===== config.mk =====
export PLATFORM = sky130hd
export DESIGN_NAME = hazard_unit
export DESIGN_NICKNAME = d
export VERILOG_FILES = /design/src/rtl/hazard_unit.sv
export SDC_FILE = /design/constraint.sdc
export NUM_CORES = 1
export LEC_CHECK = 0
export ABC_CLOCK_PERIOD_IN_PS = 5650
export BUFFER_PORTS_ARGS = -buffer_cell sky130_fd_sc_hd__buf_2
export CORE_ASPECT_RATIO = 1.1
export CORE_MARGIN = 3
export CORE_UTILIZATION = 54
export CTS_BUF_LIST = sky130_fd_sc_hd__clkbuf_16
export DETAILED_ROUTE_END_ITERATION = 16
export PLACE_DENSITY_LB_ADDON = 0.25
export SYNTH_ARGS = -nofsm -noshare
export SYNTH_HDL_FRONTEND = slang
export SYNTH_SLANG_ARGS = --single-unit

===== constraint.sdc =====
create_clock -name CLK -period 5.65 [get_ports CLK]
set_clock_uncertainty 0.05 [all_clocks]
set_input_delay 0 -clock CLK [delete_from_list [all_inputs] [get_ports CLK]]
set_output_delay 0 -clock CLK [all_outputs]
set_load 0.005 [all_outputs]

===== src/rtl/hazard_unit.sv =====
// Load-use hazard detection and EX operand forwarding for a 5-stage pipeline.
// Tracks the destination and load flag of the instructions in EX, MEM and WB.
module hazard_unit (
    input  logic       CLK,
    input  logic       RST_N,
    input  logic       ID_Valid,
    input  logic [2:0] IRJ,
    input  logic [4:0] RS,
    input  logic [4:0] RT,
    input  logic [4:0] RD,
    input  logic       ID_RegWrite,
    input  logic       ID_Link,
    input  logic       ID_UsesRT,
    input  logic       ID_IsLoad,
    input  logic       Flush,
    output logic       Stall,
    output logic [1:0] ForwardA,
    output logic [1:0] ForwardB,
    output logic [4:0] EX_Dest,
    output logic [7:0] StallCount
);

    localparam logic [1:0] FWD_RF    = 2'b00;
    localparam logic [1:0] FWD_EXMEM = 2'b01;
    localparam logic [1:0] FWD_MEMWB = 2'b10;

    logic [4:0] ex_dest_q, mem_dest_q, wb_dest_q;
    logic       ex_load_q, mem_load_q, wb_load_q;
    logic [4:0] ex_dest_d;
    logic       ex_load_d;
    logic [1:0] fwd_a_q, fwd_b_q, fwd_a_d, fwd_b_d;
    logic [7:0] stall_cnt_q, stall_cnt_d;

    logic       irj_ok, id_live, advance;
    logic [4:0] id_dest, src_a, src_b;
    logic       a_ex, b_ex, a_mem, b_mem;

    always_comb begin
        irj_ok  = (IRJ == 3'b001) || (IRJ == 3'b010) || (IRJ == 3'b100);
        id_live = ID_Valid && irj_ok;

        id_dest = 5'd0;
        if (ID_RegWrite) begin
            case (IRJ)
                3'b010:  id_dest = RD;
                3'b001:  id_dest = ID_Link ? 5'd31 : 5'd0;
                3'b100:  id_dest = RT;
                default: id_dest = 5'd0;
            endcase
        end

        // An unused source is mapped to r0, which can never match a live destination.
        src_a = (IRJ[1] || IRJ[2]) ? RS : 5'd0;
        src_b = (IRJ[1] || (IRJ[2] && ID_UsesRT)) ? RT : 5'd0;

        a_ex  = (src_a != 5'd0) && (src_a == ex_dest_q);
        b_ex  = (src_b != 5'd0) && (src_b == ex_dest_q);
        a_mem = (src_a != 5'd0) && (src_a == mem_dest_q);
        b_mem = (src_b != 5'd0) && (src_b == mem_dest_q);

        Stall   = id_live && !Flush && ex_load_q && (ex_dest_q != 5'd0) && (a_ex || b_ex);
        advance = id_live && !Flush && !Stall;

        fwd_a_d = FWD_RF;
        fwd_b_d = FWD_RF;
        if (advance) begin
            if (a_ex)       fwd_a_d = FWD_EXMEM;
            else if (a_mem) fwd_a_d = FWD_MEMWB;
            if (b_ex)       fwd_b_d = FWD_EXMEM;
            else if (b_mem) fwd_b_d = FWD_MEMWB;
        end

        ex_dest_d = advance ? id_dest : 5'd0;
        ex_load_d = advance && ID_IsLoad;

        stall_cnt_d = stall_cnt_q;
        if (Stall && (stall_cnt_q != 8'hFF)) stall_cnt_d = stall_cnt_q + 8'd1;
    end

    always_ff @(posedge CLK or negedge RST_N) begin
        if (!RST_N) begin
            ex_dest_q   <= 5'd0;
            ex_load_q   <= 1'b0;
            mem_dest_q  <= 5'd0;
            mem_load_q  <= 1'b0;
            wb_dest_q   <= 5'd0;
            wb_load_q   <= 1'b0;
            fwd_a_q     <= FWD_RF;
            fwd_b_q     <= FWD_RF;
            stall_cnt_q <= 8'd0;
        end else begin
            ex_dest_q   <= ex_dest_d;
            ex_load_q   <= ex_load_d;
            mem_dest_q  <= ex_dest_q;
            mem_load_q  <= ex_load_q;
            wb_dest_q   <= mem_dest_q;
            wb_load_q   <= mem_load_q;
            fwd_a_q     <= fwd_a_d;
            fwd_b_q     <= fwd_b_d;
            stall_cnt_q <= stall_cnt_d;
        end
    end

    // The WB entry is architectural state only; nothing downstream reads it yet.
    logic unused_wb;
    assign unused_wb = ^{wb_dest_q, wb_load_q};

    assign ForwardA   = fwd_a_q;
    assign ForwardB   = fwd_b_q;
    assign EX_Dest    = ex_dest_q;
    assign StallCount = stall_cnt_q;

endmodule


# Word-level counts from Yosys, hierarchy flattened

Cells that the tools add are included.

Word-level logic and storage cells: 50
Input bits: 26
Output and inout bits: 18
Register bits after elaboration: 23

Add/sub/neg operators: 1
Equal/unequal tests: 8
Mux-type cells: 12
Reduce and logical (&&, ||, !) cells: 23

Operators with widths:

| kind                                                            | number |
|---|---|
| 5-bit 2-to-1 mux                                                | 5 |
| 5-bit == test                                                   | 4 |
| 5-bit one-hot mux with 3 select lines                           | 1 |
| 5-bit nonzero test                                              | 3 |
| 1-bit logical AND                                               | 13 |
| 2-bit 2-to-1 mux                                                | 6 |
| 8-bit by 1-bit adder with 8-bit output, second input constant   | 1 |
| 8-bit inequality test, second input constant                    | 1 |
| 1-bit logical OR                                                | 5 |
| 3-bit by 1-bit == test with 1-bit output, second input constant | 1 |
| 3-bit by 2-bit == test with 1-bit output, second input constant | 1 |
| 3-bit == test, second input constant                            | 1 |
| 1-bit zero test                                                 | 2 |

# Logic depth before layout (Yosys ltp)

Word-level depth: 11
Mapped depth: 6
Gate-level depth less buffers: 5

# Worst setup path before layout

Ideal clock, no wire load.

Path kind: reg-to-reg
Start: register ex_dest_q[1], in the netlist EX_Dest[1]
End: register stall_cnt_q[2], in the netlist StallCount[2]
Period minus slack after synthesis: 2.162 ns
Cell stages (with the launch flop): 7
Setup slack: 3.488 ns
Setup time: 0.125 ns
Arrival time: 1.988 ns
Buffers on the path: 1
Data required time: 5.475 ns
Cell sequence: dfrtp_1 > or2_1 > nor4_1 > or4_1 > clkbuf_1 > a211oi_2 > mux2_2

Longest elaborated chain between the ends: 5
Elaborated cells on any way between the ends: 9
Those cells by class: eq/ne (2); reduce/logical (7)

RTL lines:

| element                                     | RTL line | text |
|---|---|---|
| start, declared                             | 27       | `logic [4:0] ex_dest_q, mem_dest_q, wb_dest_q;` |
| start signal, assigned                      | 92       | `ex_dest_q <= ex_dest_d;` |
| 5-bit == test, on equally long branches     | 56, 57   |  |
| 1-bit logical AND, on equally long branches | 56, 57   |  |
| 1-bit logical OR                            | 61       | `Stall = id_live && !Flush && ex_load_q && (ex_dest_q != 5'd0) && (a_ex \|\| b_ex);` |
| 1-bit logical AND (*)                       | 61       |  |
| 1-bit logical AND (*)                       | 77       | `if (Stall && (stall_cnt_q != 8'hFF)) stall_cnt_d = stall_cnt_q + 8'd1;` |
| end signal, assigned                        | 100      | `stall_cnt_q <= stall_cnt_d;` |
| end, declared                               | 32       | `logic [7:0] stall_cnt_q, stall_cnt_d;` |

Mark *: on every way between the ends. The rest lies on a longest branch, timed or not.
A chain may end at the register's enable or synchronous reset.

# Worst setup path after layout

Start: register ex_dest_q[3], in the netlist EX_Dest[3]
End: register stall_cnt_q[6], in the netlist StallCount[6]

Same word-level chain as after synthesis.

==> results by group <==
Run status
  • Status: complete, no violations

GRT
  • GRT Util Overall: 0.238
  • Largest net degree at the start of global routing: 24
  • Global-route wire length before repair: 5.55 mm
  • Total global routing overflow: 0
  • Vias in the first global route: 1276
  • Initial antenna violation count: 0

Power and ir drop
  • Maximum vdd drop: 0.201 mV
  • Logic pwr share: 0.121
  • Pint: about 280 uW
  • Sw frac: 0.234
  • Cell area power density: between 200 and 250 nW/um^2
  • Leak pwr: around 0.00083 uW
  • Clock power frac: 0.424
  • Reg power frac: 0.455
  • Total power: about 360 uW
  • NetSw: 85.4 uW

Clock network
  • TritonCTS buffer count: 3
  • Clock Sinks: 23
  • Post-CTS Setup Inserts: 0
  • Root buffer selected by CTS: clkbuf_16
  • Clock Path Buffers: 2
  • Post_cts resized: 0
  • Post-CTS Hold Fix Bufs: 4
  • Clock Latency Late Sink: ~0.26 ns
  • TritonCTS clock tree: yes
  • Reg clk slew, reported paths: roughly 0.06 ns
  • H-tree levels: 1

Finish
  • Layout Utilization: 0.747
  • # diodes: 0
  • Area grow syn2layout: 25.5%
  • Final net count: between 200 and 250
  • Layout cell share with drive strength beyond 1: 0.280
  • Layout fillers: 173
  • Combined area of the multi-input logic cells: between 800 and 900 um^2
  • Flip-flop and latch area: approximately 580 um^2
  • Final Instance Area: about 1800 um^2

Die
  • Initial Util: 0.595
  • FP Rows: 18
  • Core ar.: around 2400 um^2
  • Die Ht: between 50 and 60 um
  • I/O pin total: 44
  • Die ar.: 3250 um^2
  • Die Wd: between 50 and 60 um

Setup path
  • Critical path capture point type: register
  • Worst path cell trace: or2_1, nor4_1, or4_1, a2111oi_4, mux2_1
  • WS Path Type: register to register
  • Worst R2R Setup Slack: 3.25 ns
  • Crit-path slowest cell: or4_1
  • CP required: 5.74 ns
  • Arrival @ worst endpoint: between 2 and 2.5 ns
  • Type of origin of the critical path: register
  • Cell family with most CP delay: simple AND/OR/NAND/NOR gates
  • Highest net fanout along the worst path: 12
  • Max stage delay on crit path: around 0.8 ns
  • Buf/Inv on CP: 0

Yosys
  • EDFF count, synth: 0
  • Post-synthesis net count: 172
  • Post-Syn Area per Cell: roughly 9.7 um^2
  • Post-synthesis cell type count: 38
  • Syn Inst Count: 145
  • Sequential area share after synthesis: 0.409
  • Yosys warnings: 0
  • Top_reg_cell synth: dfrtp_1
  • Share of synthesized registers carrying an async set or reset: 1.00
  • Post-Syn Area: between 1000 and 1500 um^2
  • #FFs+latches synth: 23

Place
  • Area after DPL: approximately 1600 um^2
  • Hpwl dp: 2.67 mm
  • I/O Buffers: 43
  • Routability cong.: 0.849

STA
  • Minimum clock period: 2.40 ns
  • Share of the cycle needed by the critical path after routing: 0.425
  • Worst-Margin Slew: between 0.5 and 0.6 ns
  • Worst hold slack: 0.0474 ns
  • Setup_tns: 0 ns
  • RSZ-0062 raised after global routing: false
  • Final hold violation count: 0
  • Max Slew Vio Count: 0
  • Final setup violating endpoints: 0
  • F_max: 416 MHz
  • Max_slew headroom: 0.613

Routing
  • Drt total wl: about 3.4 mm
  • Via density: 5.89
  • Post-DRT Antenna Nets: 0
  • DRC Markers: 0
  • Via count: around 1300
  • DRT iter0 DRCs: 25
  • Drt pass-1 iters: 4
  • Avg WL per Cell: 15.4 um

Worst hold path
  • Hold WC Path Type: input pin to register

Job
  • Max_cap viols: 0
-- cells in the mapped netlist, drive strengths merged, types with 3 or more instances --
master / instances / area, um^2
xnor2: 10 / 87.6
a21oi: 14 / 73.8
inv: 3 / 11.3
nor3: 10 / 50.1
nor2: 12 / 45.0
mux2: 3 / 33.8
nor4: 4 / 25.0
xor2: 11 / 96.3
nand4: 3 / 18.8
dfrtp: 23 / 576
nand3: 3 / 27.5
nand2: 14 / 52.6
a211oi: 6 / 55.1
-- power groups by stage --
stage                     Clock [uW]  Combinational (uW)  Sequential, uW
after floorplan                    0                20.8             169
after global placement             0                40.2             169
after detailed placement           0                41.8             169
after CTS                        156                43.8             166
after global routing             162                48.6             166
final                            155                44.0             166
-- worst register-to-register path, stage by stage, from the launching register on --
cell,delay (ns)
dfrtp_1,0.45
or2_1,0.16
nor4_1,0.05
or4_1,0.78
a2111oi_4,0.45
mux2_1,0.35
-- per-stage QoR --
stage	setup WS [ns]	cells
after floorplan	3.49	145
after global placement	3.37	215
after detailed placement	3.27	215
after CTS	3.26	223
after global routing	3.14	223
final	3.25	223
-- cells in the final DEF, fill, tap and decap left out, types with 2 or more instances in the layout --
master / n
inv_1: 3
o211ai_1: 2
nand3_1: 2
nor4_1: 4
nor3_1: 10
nand4_1: 3
buf_2: 43
a31oi_1: 2
mux2_1: 2
dfrtp_1: 23
nor4bb_1: 2
nand2_1: 14
or4_1: 2
a211oi_1: 4
a2111oi_4: 2
a211oi_2: 2
dlygate4sd3_1: 4
o21ai_0: 2
nor2_1: 12
xnor2_1: 10
o32ai_1: 2
a21oi_1: 13
clkbuf_16: 3
xor2_1: 11
-- metal layers --
| metal | vias up | track usage | part of all wire |
|---|---|---|---|
| li1 | 630 | - | - |
| met1 | 608 | 0.316 | 0.41 |
| met2 | 64 | 0.365 | 0.49 |
| met3 | 11 | 0.0378 | 0.077 |
| met4 | 0 | 0.125 | 0.023 |
| met5 | - | 0 | 0 |
-- cell type report --
type | instances | area share
sequential | 23 | 0.326
clock inverter | 1 | 0.00283
clock buffer | 3 | 0.0425
inverter | 3 | 0.00638
multi-input combinational | 116 | 0.456
tap | 30 | 0.0213
timing repair buffer | 47 | 0.145
-- registers in the layout, summed over array words and instances, names as in the netlist --
name and count:
ForwardB 2, EX_Dest 5, StallCount 8, mem_dest_q 5, ex_load_q 1, ForwardA 2
-- cell families after synthesis --
family	count (synthesis)	synth area share
compound gates	34	0.195
xor+xnor	21	0.131
fa+ha+maj	1	0.00890
buf+inv	6	0.0178
flops	23	0.409
mux	3	0.0240
simple gates	57	0.214
-- final timing paths --
path / cells past startpoint / startpoint / end
hold reg to reg: 0 / EX_Dest[1] / mem_dest_q[1]
hold / removal: 3 / RT[1] / EX_Dest[1]
min in group asynchronous: 2 / RST_N / ForwardA[1]
setup reg to reg: 5 / EX_Dest[3] / StallCount[6]
max in group asynchronous: 2 / RST_N / StallCount[3]
setup / recovery: 5 / EX_Dest[3] / StallCount[6]
(Power assumes the default switching activity.)
